$ cat src/rtl/in_flit_dispatch.sv
// Purpose : steers whole messages from the request/reply IN fifos to the
//           mem/ic/dc download stages, with round-robin arbitration per message.
// Ports   : req_*/rep_* fifo heads and pops; *_download_state target idle status;
//           flit_out/ctrl_out plus one v_flit_* strobe per target; seq_err drop pulse.
// Latency : zero; a flit is popped and presented to its target in the same cycle.
// Backpressure: none toward targets; a new message waits for its target to be idle.
module in_flit_dispatch #(
  parameter int                         CMD_MSB     = 9,
  parameter int                         CMD_LSB     = 5,
  parameter logic [CMD_MSB-CMD_LSB:0]   INSTREP_CMD = 5'b10100,
  parameter logic [1:0]                 DL_IDLE     = 2'b00
) (
  input  logic        clk,
  input  logic        rst,
  input  logic [15:0] req_flit,
  input  logic [1:0]  req_ctrl,
  input  logic        v_req,
  output logic        req_pop,
  input  logic [15:0] rep_flit,
  input  logic [1:0]  rep_ctrl,
  input  logic        v_rep,
  output logic        rep_pop,
  input  logic [1:0]  mem_download_state,
  input  logic [1:0]  ic_download_state,
  input  logic [1:0]  dc_download_state,
  output logic [15:0] flit_out,
  output logic [1:0]  ctrl_out,
  output logic        v_flit_mem,
  output logic        v_flit_ic,
  output logic        v_flit_dc,
  output logic        seq_err
);

  typedef enum logic {ST_IDLE, ST_LOCK} state_t;

  localparam logic [1:0] TGT_MEM   = 2'd0;
  localparam logic [1:0] TGT_IC    = 2'd1;
  localparam logic [1:0] TGT_DC    = 2'd2;
  localparam logic [1:0] CTRL_HEAD = 2'b01;
  localparam logic [1:0] CTRL_TAIL = 2'b11;

  // Source encoding: 0 = request fifo, 1 = reply fifo.
  state_t     state_q, state_d;
  logic       prio_q, prio_d;
  logic       lock_src_q, lock_src_d;
  logic [1:0] lock_tgt_q, lock_tgt_d;

  logic [CMD_MSB-CMD_LSB:0] rep_cmd;
  logic [1:0] rep_tgt;
  logic       rep_tgt_idle;
  logic       req_is_head, rep_is_head;
  logic       req_elig, rep_elig;
  logic       grant_req, grant_rep;
  logic       req_bad, rep_bad;
  logic       lock_vld;
  logic [1:0] lock_ctrl;

  logic       pop_req, pop_rep;
  logic       fwd_vld, fwd_src;
  logic [1:0] fwd_tgt;
  logic       drop_err;

  // Head decode: request messages always go to memory; replies split on command.
  assign rep_cmd      = rep_flit[CMD_MSB:CMD_LSB];
  assign rep_tgt      = (rep_cmd == INSTREP_CMD) ? TGT_IC : TGT_DC;
  assign rep_tgt_idle = (rep_tgt == TGT_IC) ? (ic_download_state == DL_IDLE)
                                            : (dc_download_state == DL_IDLE);
  assign req_is_head  = (req_ctrl == CTRL_HEAD) || (req_ctrl == CTRL_TAIL);
  assign rep_is_head  = (rep_ctrl == CTRL_HEAD) || (rep_ctrl == CTRL_TAIL);

  assign req_elig = v_req && req_is_head && (mem_download_state == DL_IDLE);
  assign rep_elig = v_rep && rep_is_head && rep_tgt_idle;

  // prio only breaks ties; an ineligible preferred source never blocks the other.
  assign grant_req = req_elig && (!rep_elig || !prio_q);
  assign grant_rep = rep_elig && !grant_req;

  // A fifo head that is not a head flit while idle is a stray from a broken message.
  assign req_bad = v_req && !req_is_head;
  assign rep_bad = v_rep && !rep_is_head;

  assign lock_vld  = lock_src_q ? v_rep : v_req;
  assign lock_ctrl = lock_src_q ? rep_ctrl : req_ctrl;

  always_comb begin
    state_d    = state_q;
    prio_d     = prio_q;
    lock_src_d = lock_src_q;
    lock_tgt_d = lock_tgt_q;
    pop_req    = 1'b0;
    pop_rep    = 1'b0;
    fwd_vld    = 1'b0;
    fwd_src    = 1'b0;
    fwd_tgt    = TGT_MEM;
    drop_err   = 1'b0;

    case (state_q)
      ST_IDLE: begin
        if (grant_req || grant_rep) begin
          fwd_vld = 1'b1;
          fwd_src = grant_rep;
          fwd_tgt = grant_rep ? rep_tgt : TGT_MEM;
          pop_req = grant_req;
          pop_rep = grant_rep;
          // Next tie goes to the source that was not just served.
          prio_d  = ~grant_rep;
          if ((grant_rep ? rep_ctrl : req_ctrl) != CTRL_TAIL) begin
            state_d    = ST_LOCK;
            lock_src_d = grant_rep;
            lock_tgt_d = grant_rep ? rep_tgt : TGT_MEM;
          end
        end else if (req_bad) begin
          pop_req  = 1'b1;
          drop_err = 1'b1;
        end else if (rep_bad) begin
          pop_rep  = 1'b1;
          drop_err = 1'b1;
        end
      end

      ST_LOCK: begin
        // Target stays busy until the tail, so its state is not rechecked here.
        fwd_src = lock_src_q;
        fwd_tgt = lock_tgt_q;
        if (lock_vld) begin
          fwd_vld = 1'b1;
          pop_req = !lock_src_q;
          pop_rep = lock_src_q;
          if (lock_ctrl == CTRL_TAIL) begin
            state_d = ST_IDLE;
          end
        end
      end

      default: state_d = ST_IDLE;
    endcase
  end

  always_ff @(posedge clk) begin
    if (rst) begin
      state_q    <= ST_IDLE;
      prio_q     <= 1'b0;
      lock_src_q <= 1'b0;
      lock_tgt_q <= TGT_MEM;
    end else begin
      state_q    <= state_d;
      prio_q     <= prio_d;
      lock_src_q <= lock_src_d;
      lock_tgt_q <= lock_tgt_d;
    end
  end

  // Everything is forced quiet while reset is held.
  assign req_pop    = !rst && pop_req;
  assign rep_pop    = !rst && pop_rep;
  assign seq_err    = !rst && drop_err;
  assign v_flit_mem = !rst && fwd_vld && (fwd_tgt == TGT_MEM);
  assign v_flit_ic  = !rst && fwd_vld && (fwd_tgt == TGT_IC);
  assign v_flit_dc  = !rst && fwd_vld && (fwd_tgt == TGT_DC);
  assign flit_out   = (!rst && fwd_vld) ? (fwd_src ? rep_flit : req_flit) : 16'h0000;
  assign ctrl_out   = (!rst && fwd_vld) ? (fwd_src ? rep_ctrl : req_ctrl) : 2'b00;

endmodule

$ cat config.mk
export PLATFORM = sky130hd
export DESIGN_NAME = in_flit_dispatch
export DESIGN_NICKNAME = d
export VERILOG_FILES = /design/src/rtl/in_flit_dispatch.sv
export SDC_FILE = /design/constraint.sdc
export NUM_CORES = 1
export LEC_CHECK = 0
export CAP_MARGIN = 20
export CORE_MARGIN = 1
export CORE_UTILIZATION = 32
export DETAILED_ROUTE_END_ITERATION = 12
export PLACE_DENSITY = 0.92
export SYNTH_ARGS = -nofsm -noshare
export SYNTH_HDL_FRONTEND = slang
export SYNTH_SLANG_ARGS = --single-unit
export TNS_END_PERCENT = 5
$ cat constraint.sdc
create_clock -name clk -period 2.65 [get_ports clk]
set_clock_uncertainty 0.2 [all_clocks]
set_input_delay 0.53 -clock clk [delete_from_list [all_inputs] [get_ports clk]]
set_output_delay 0.53 -clock clk [all_outputs]
set_load 0.01 [all_outputs]
==> results of run 1 <==
[how the worst max path moves through the flow]
stage	slack, ns	cells after the start	end
2_1_floorplan	0.17	5	req_pop
3_3_place_gp	-0.82	8	flit_out[6]
3_5_place_dp	-0.87	8	flit_out[6]
4_1_cts	-0.07	8	v_flit_ic
5_1_grt	-0.71	10	flit_out[14]
6_report	-0.45	10	flit_out[14]
[worst register-to-register path, stage by stage (launching register included)]
cell and delay, ns:
dfxtp_1 0.35, inv_1 0.13, nand3_2 0.13, a211o_1 0.30, buf_6 0.15, buf_16 0.13
buf_4 0.13, o22ai_2 0.26, mux2i_1 0.22
[stage by stage]
step                      std cells  area [um2]
after floorplan                 137         825
after global placement          255        1730
after detailed placement        255        1730
after CTS                       277        1940
after global routing            278        2060
final                           278        2060
[sequential cells by signal, summed over array words and instances (netlist names)]
| register | flops |
|---|---|
| lock_src_q | 1 |
| lock_tgt_q | 2 |
| prio_q | 1 |
| state_q | 1 |
[layout by cell type (no fill, tap or decap), types with 3 or more instances in the layout]
master,count
a21oi_1,17
nand3_2,10
o21ai_0,6
inv_1,4
dfxtp_1,5
buf_4,34
a21oi_2,7
buf_2,28
nand3_1,13
buf_8,5
o21ai_1,10
clkdlybuf4s50_1,30
buf_6,13
nand2_1,6
nand2b_1,4
nor2_1,6
clkbuf_4,3
dlygate4sd2_1,6
o21ai_2,4
[cells by family after synthesis]
family | after synthesis
buf+inv | 16
mux | 2
simple gates | 56
flops | 5
compound gates | 58
[power breakdown]
part           switching [uW]  internal [uW]  leakage (uW)  total, uW
Sequential               2.41           77.0     0.0000404       79.4
Clock                    36.7           57.3     0.0000150       94.0
Combinational             110            132      0.000894        242
[repair_timing]
action | CTS | global route
pin swaps | 22 | 22
buffers inserted | 16 | 1
endpoints found under the setup margin | 24 | 24
gates resized for setup | 178 | 32
cloned | 3 | 0
[routing by layer]
layer  share of wire  track usage  vias to the layer above
met2            0.44        0.648                      192
met4           0.089        0.320                        0
met1            0.34        0.395                      831
met5               0       0.0714                        -
li1                -            -                      733
met3            0.14        0.145                       71
[layout make-up]
cell class	instances	area share
Timing Repair Buffer	119	0.495
Multi-Input combinational cell	116	0.418
Sequential cell	5	0.0487
Tap cell	30	0.0183
Clock buffer	4	0.0128
Inverter	4	0.00730
==> results.cfg, run 1 <==
[status]
outcome = complete, but fails checks
violations = setup timing

[synthesis]
synth.most_common_cell = a21oi_1
synth_area_leaders = a21oi_1 (15%), nand3_1 (14%), dfxtp_1 (12%)
synthXorXnorAreaFrac = 0
yosys.area.top_type = a21oi_1
synth.net_count = 183
ys_seq_area_frac = 0.121
synth_area_um2 = 825
synth-simple-area-share = 0.360
synth_compound_area_frac = 0.414
synthFlopType = dfxtp_1
synth.distinct_cells = 32
syn_inst = 137
synthMuxAreaShare = 0.0243
synthArstFlopShare = 0
yosysWarningCount = 0
synth_top_family_by_area = compound AO/OA/AOI/OAI gates
synth_edf_count = 0
ys_ff_latch = 5
synth_common_cells = a21oi_1 (25), nand3_1 (23), o21ai_0 (15)
avgSynthCellArea_um2 = 6.02
synthAdderAreaFrac = 0
synth_top_cell_area_share = 0.152

[sta]
relSlewSlack = 0.740
worst_slack_ns = -0.450
setup_violations = 24
tightest_slew_ns = 0.385
slew_viol_final = 0
fmax_ghz = 0.323
whs_ns = 0.298
period_minus_slack_ns = 3.10
fin_tns_setup_ns = -6.47
hold_viol = 0
rsz0062_at_grt = yes
final.period_utilization = 1.17

[finish]
drive_above_1_share = 0.488
syn_to_final_growth_pct = 149
num_antenna_cells = 0
multi_input_area_um2 = 860
regArea_um2 = 100
nFillCells = 116
layout.nets = 295
finish.utilization = 0.837

[place]
dp_hpwl_mm = 2.70
port_buffers = 69
pre_cts_slack_ns = -0.873
gp_congestion = 0.886

[critical_path]
crit_path_max_fanout = 6
cpLargestDelayFamily = compound AO/OA/AOI/OAI gates
crit_chain = buf_8, nor3_4, buf_4, a311o_2, a211oi_4, buf_6, buf_6, o21ai_0, a21oi_1, buf_2
crit_buf_inv = 5
regToRegEndpoint = lock_tgt_q[0]
critical_path_class = in -> out
crit_start = rep_flit[8]
r2r_start = state_q
end_kind = primary output
rr_worst_depth = 8
required_ns = 1.92
worst_setup_path_start_kind = input pin
critical_path.max_stage_delay_ns = 0.44
cp_slowest_cell = a311o_2
cpMostUsedCell = buf_6
cp.arrival_ns = 2.37
r2r_slack_ns = 0.57

[cts]
clockBufferDepth = 2
cts_tree = yes
clkLatencyLatePin_ns = 0.25
cts_sinks = 5
root_buffer = clkbuf_4
htreeDepth = 1
ctsHoldBuffers = 0
numCtsBuffers = 3
path_clk_slew_ns = 0.04

[job]
cap_violations = 0

[floorplan]
start_util = 0.336
die-area_um2 = 2780
dieWidth_um = 52.8
coreArea_um2 = 2450
die_h_um = 52.8
pin_count = 70
row_count = 18

[hold_path]
hold_path_depth = 2
min_path_type = reg -> reg
hold_end = lock_tgt_q[1]
hold_path_startpoint = lock_tgt_q[1]

[pwr]
p_total_uw = 415
p_leak_uw = 0.000949
power.density_nw_per_um2 = 202
vdd_drop_max_v = 0.000258

[grt]
grt_pass1_vias = 1667
grt_pass1_wl_mm = 7.84
grt_antenna_before_repair = 0
grt_max_degree = 19
grt.total_usage = 0.397
grt-ovfl-total = 0

[routing]
detail_route.wl_per_cell_um = 23.2
routed_via_density = 6.57
postRouteAntennaNets = 0
route.vias.total = 1827
wirelength_mm = 6.46
route.detailed.drc = 0
drt-initial-drc-count = 134
firstDrtPassIters = 5
(Power assumes the default switching activity.)
==> run 2, diff against run 1 <==
==> constraint.sdc (replaced) <==
create_clock -name clk -period 3.05 [get_ports clk]
set_clock_uncertainty 0.2 [all_clocks]
set_input_delay 0.61 -clock clk [delete_from_list [all_inputs] [get_ports clk]]
set_output_delay 0.61 -clock clk [all_outputs]
set_load 0.01 [all_outputs]
==> results.cfg, run 2 (synthesis results as in run 1) <==
[routing]
firstDrtPassIters = 4
drt-initial-drc-count = 46
detail_route.wl_per_cell_um = 18.1
routed_via_density = 5.84
wirelength_mm = 4.80
route.vias.total = 1548
route.detailed.drc = 0
postRouteAntennaNets = 0

[sta]
hold_viol = 0
tightest_slew_ns = 0.380
slew_viol_final = 0
worst_slack_ns = -0.0258
relSlewSlack = 0.747
setup_violations = 3
final.period_utilization = 1.01
fmax_ghz = 0.325
rsz0062_at_grt = yes
period_minus_slack_ns = 3.08

[critical_path]
crit_chain = dlygate4sd2_1, a311o_2, buf_6, a21oi_4, o21ai_4, buf_4, a21oi_1, buf_2
required_ns = 2.24
end_kind = primary output
critical_path_class = in -> out
crit_path_max_fanout = 9
cp_slowest_cell = a311o_2
worst_setup_path_start_kind = input pin
critical_path.max_stage_delay_ns = 0.45
cp.arrival_ns = 2.27

[pwr]
p_seq_frac = 0.208
vdd_drop_max_v = 0.000207
power.density_nw_per_um2 = 174
p_leak_uw = 0.000911
p_switching_uw = 115
power_frac_clock = 0.241
swShare = 0.343
p_int_uw = 219
combPwrFrac = 0.552

[floorplan]
row_count = 18
die-area_um2 = 2780
dieWidth_um = 52.8
pin_count = 70
die_h_um = 52.8
start_util = 0.336
coreArea_um2 = 2450

[status]
violations = setup timing
outcome = complete, but fails checks

[hold_path]
min_path_type = reg -> reg

[cts]
htreeDepth = 1
cts_sinks = 5
path_clk_slew_ns = 0.04
numCtsBuffers = 3
clockBufferDepth = 2
cts_tree = yes
root_buffer = clkbuf_4
clkLatencyLatePin_ns = 0.25

[finish]
final_cell_mix = clkdlybuf4s50_1 (31), buf_4 (25), buf_2 (24)
regArea_um2 = 100
nFillCells = 162
syn_to_final_growth_pct = 132
largest_reg_flops = 2
drive_above_1_share = 0.438
final_cell_count_no_fill = 265
num_antenna_cells = 0
regMostFlops = lock_tgt_q
layout.nets = 282
fin_area_um2 = 1920
multi_input_area_um2 = 841
final_common_cell = clkdlybuf4s50_1

[grt]
grt-ovfl-total = 0
grt_antenna_before_repair = 0
grt.total_usage = 0.304
grt_max_degree = 19
grt_pass1_wl_mm = 6.07
grt_pass1_vias = 1373

[place]
dp_cells = 249
port_buffers = 69
place_area_um2 = 1690
dp_hpwl_mm = 2.73
pre_cts_slack_ns = -0.699
gp_congestion = 0.906

[job]
cap_violations = 0
[run 2: what timing repair did]
action / CTS / global route
resized for setup: 134 / 47
buffers inserted: 11 / 2
hold buffers: 0 / 0
pin swaps: 17 / 22
setup endpoints to repair: 24 / 24
gates cloned: 2 / 0
[run 2: layer usage]
metal / wire [um] / track usage / vias to the layer above
met5: 0 / 0 / -
met3: 384 / 0.0754 / 23
met2: 2430 / 0.574 / 94
met4: 177 / 0.162 / 0
li1: - / - / 706
met1: 1810 / 0.298 / 725
[run 2: worst paths after layout]
| check | start | endpoint | slack, ns | depth (start not counted) |
|---|---|---|---|---|
| min | lock_tgt_q[1] | lock_tgt_q[1] | 0.30 | 2 |
| min reg2reg | lock_tgt_q[1] | lock_tgt_q[1] | 0.30 | 2 |
| max reg2reg | state_q | lock_tgt_q[0] | 0.91 | 8 |
| max | rep_flit[9] | flit_out[2] | -0.03 | 8 |
[run 2: stage by stage]
step / util / setup TNS [ns] / power [uW] / hold WS [ns]
final: 0.781 / -0.0460 / 334 / 0.298
after global placement: 0.688 / -13.25 / 224 / 0.290
after detailed placement: 0.688 / -14.82 / 227 / 0.293
after global routing: 0.781 / -1.07 / 349 / 0.331
after CTS: 0.725 / -0.0484 / 312 / 0.301
after floorplan: - / 0 / 120 / 0.267
[run 2: power groups by stage]
stage / registers [uW] / clock network, uW / logic, uW
4_1_cts: 69.1 / 79.9 / 163
6_report: 69.4 / 80.4 / 184
2_1_floorplan: 69.0 / 0 / 51.1
3_3_place_gp: 70.0 / 0 / 154
3_5_place_dp: 70.0 / 0 / 157
5_1_grt: 69.3 / 85.4 / 195
[run 2: worst max-delay path, delay by kind of cell]
family	cells	cell delay [ns]
compound gates	4	0.89
buf+inv	4	0.76
[run 2: area by class of cell]
class / count / area share
flip-flops and latches: 5 / 0.0522
inverters: 4 / 0.00783
repair buffers: 106 / 0.468
well taps: 30 / 0.0196
clock buffers: 4 / 0.0137
multi-input cells: 116 / 0.439
==> run 3, diff against run 2 <==
--- a/config.mk
+++ b/config.mk
@@ -9,6 +9,7 @@
 export CORE_MARGIN = 1
 export CORE_UTILIZATION = 32
 export DETAILED_ROUTE_END_ITERATION = 12
+export GPL_TIMING_DRIVEN = 0
 export PLACE_DENSITY = 0.92
 export SYNTH_ARGS = -nofsm -noshare
 export SYNTH_HDL_FRONTEND = slang
==> results.cfg, run 3 (synthesis results as in run 1) <==
[sta]
final.period_utilization = 1.02
hold_viol = 0
slew_viol_final = 0
setup_violations = 1
whs_ns = 0.316
tightest_slew_ns = 0.501
fmax_ghz = 0.320
worst_slack_ns = -0.0720
period_minus_slack_ns = 3.12
relSlewSlack = 0.666
rsz0062_at_grt = yes

[routing]
route.vias.total = 1475
routed_via_density = 5.61
route.detailed.drc = 0
postRouteAntennaNets = 0
firstDrtPassIters = 4
drt-initial-drc-count = 51
detail_route.wl_per_cell_um = 16.3
wirelength_mm = 4.29

[status]
outcome = complete, but fails checks
violations = setup timing

[cts]
cts_tree = yes
htreeDepth = 1
path_clk_slew_ns = 0.04
numCtsBuffers = 3
clockBufferDepth = 2
cts_sinks = 5
clkLatencyLatePin_ns = 0.24
root_buffer = clkbuf_4

[place]
gp_congestion = 0.906
pre_cts_slack_ns = -0.751
dp_cells = 235
dp_hpwl_mm = 2.35
port_buffers = 68

[grt]
grt.total_usage = 0.288
grt_pass1_vias = 1315
grt_pass1_wl_mm = 5.92
grt_antenna_before_repair = 0
grt_max_degree = 11
grt-ovfl-total = 0

[pwr]
p_total_uw = 307
p_leak_uw = 0.000802
vdd_drop_max_v = 0.000175
power.density_nw_per_um2 = 171

[finish]
largest_reg_flops = 2
layout.nets = 280
final_cell_mix = clkdlybuf4s50_1 (30), buf_2 (25), a21oi_1 (22)
final_cell_count_no_fill = 263
num_antenna_cells = 0
drive_above_1_share = 0.361
syn_to_final_growth_pct = 118
regMostFlops = lock_tgt_q
final_common_cell = clkdlybuf4s50_1

[floorplan]
pin_count = 70
start_util = 0.336
coreArea_um2 = 2450
row_count = 18
dieWidth_um = 52.8
die_h_um = 52.8
die-area_um2 = 2780

[job]
cap_violations = 0

[critical_path]
worst_setup_path_start_kind = input pin
cp.arrival_ns = 2.31
crit_path_max_fanout = 5
required_ns = 2.24
end_kind = primary output
critical_path_class = in -> out

[hold_path]
min_path_type = reg -> reg
[run 3: timing repair]
| action | in CTS | in global routing |
|---|---|---|
| hold buffers | 0 | 0 |
| pin swaps | 19 | 7 |
| buffers inserted | 18 | 2 |
| gates resized for setup | 145 | 28 |
| setup endpoints to repair | 24 | 24 |
| gates cloned | 4 | 0 |
[run 3: power by group]
part           leakage [uW]  total (uW)  switching [uW]  internal (uW)
clock network     0.0000150        74.6            25.3           49.3
logic              0.000746         163            71.7           91.7
registers         0.0000404        68.7            1.78           67.0
[run 3: layout make-up]
cell class              count  area (um2)
plain buffers              12        83.8
clock buffers               4        26.3
fillers                   196         659
inverters                   4        15.0
multi-input cells         116         769
flip-flops and latches      5         100
well taps                  30        37.5
repair buffers             92         763
[run 3: path summary, 6_finish.rpt]
check | from | cells past startpoint | endpoint | slack [ns]
setup / recovery | dc_download_state[0] | 8 | ctrl_out[1] | -0.07
hold / removal | lock_tgt_q[0] | 2 | lock_tgt_q[0] | 0.32
setup reg to reg | state_q | 7 | lock_tgt_q[1] | 1.01
hold reg to reg | lock_tgt_q[0] | 2 | lock_tgt_q[0] | 0.32
[run 3: per-layer routing]
metal | GRT usage | routed length (um) | part of all wire | vias to the layer above
met2 | 0.517 | 2060 | 0.48 | 88
met4 | 0.136 | 178 | 0.041 | 0
met5 | 0 | 0 | 0 | -
met1 | 0.317 | 1660 | 0.39 | 666
met3 | 0.0580 | 386 | 0.090 | 17
li1 | - | - | - | 704
[run 3: per-stage QoR]
step                 util  TNS [ns]  area, um2
global route        0.731    -0.251       1800
CTS                 0.719    -0.109       1760
floorplan               -         0        825
detailed placement  0.628    -15.91       1540
global placement    0.628    -15.71       1540
finish              0.731   -0.0720       1800
[run 3: worst max-delay path, cell delays in order]
cell and delay [ns]:
clkdlybuf4s15_1 0.19, a311o_2 0.43, a211oi_4 0.31, buf_4 0.17, buf_6 0.11, o21ai_1 0.06
a21oi_1 0.24, buf_2 0.20
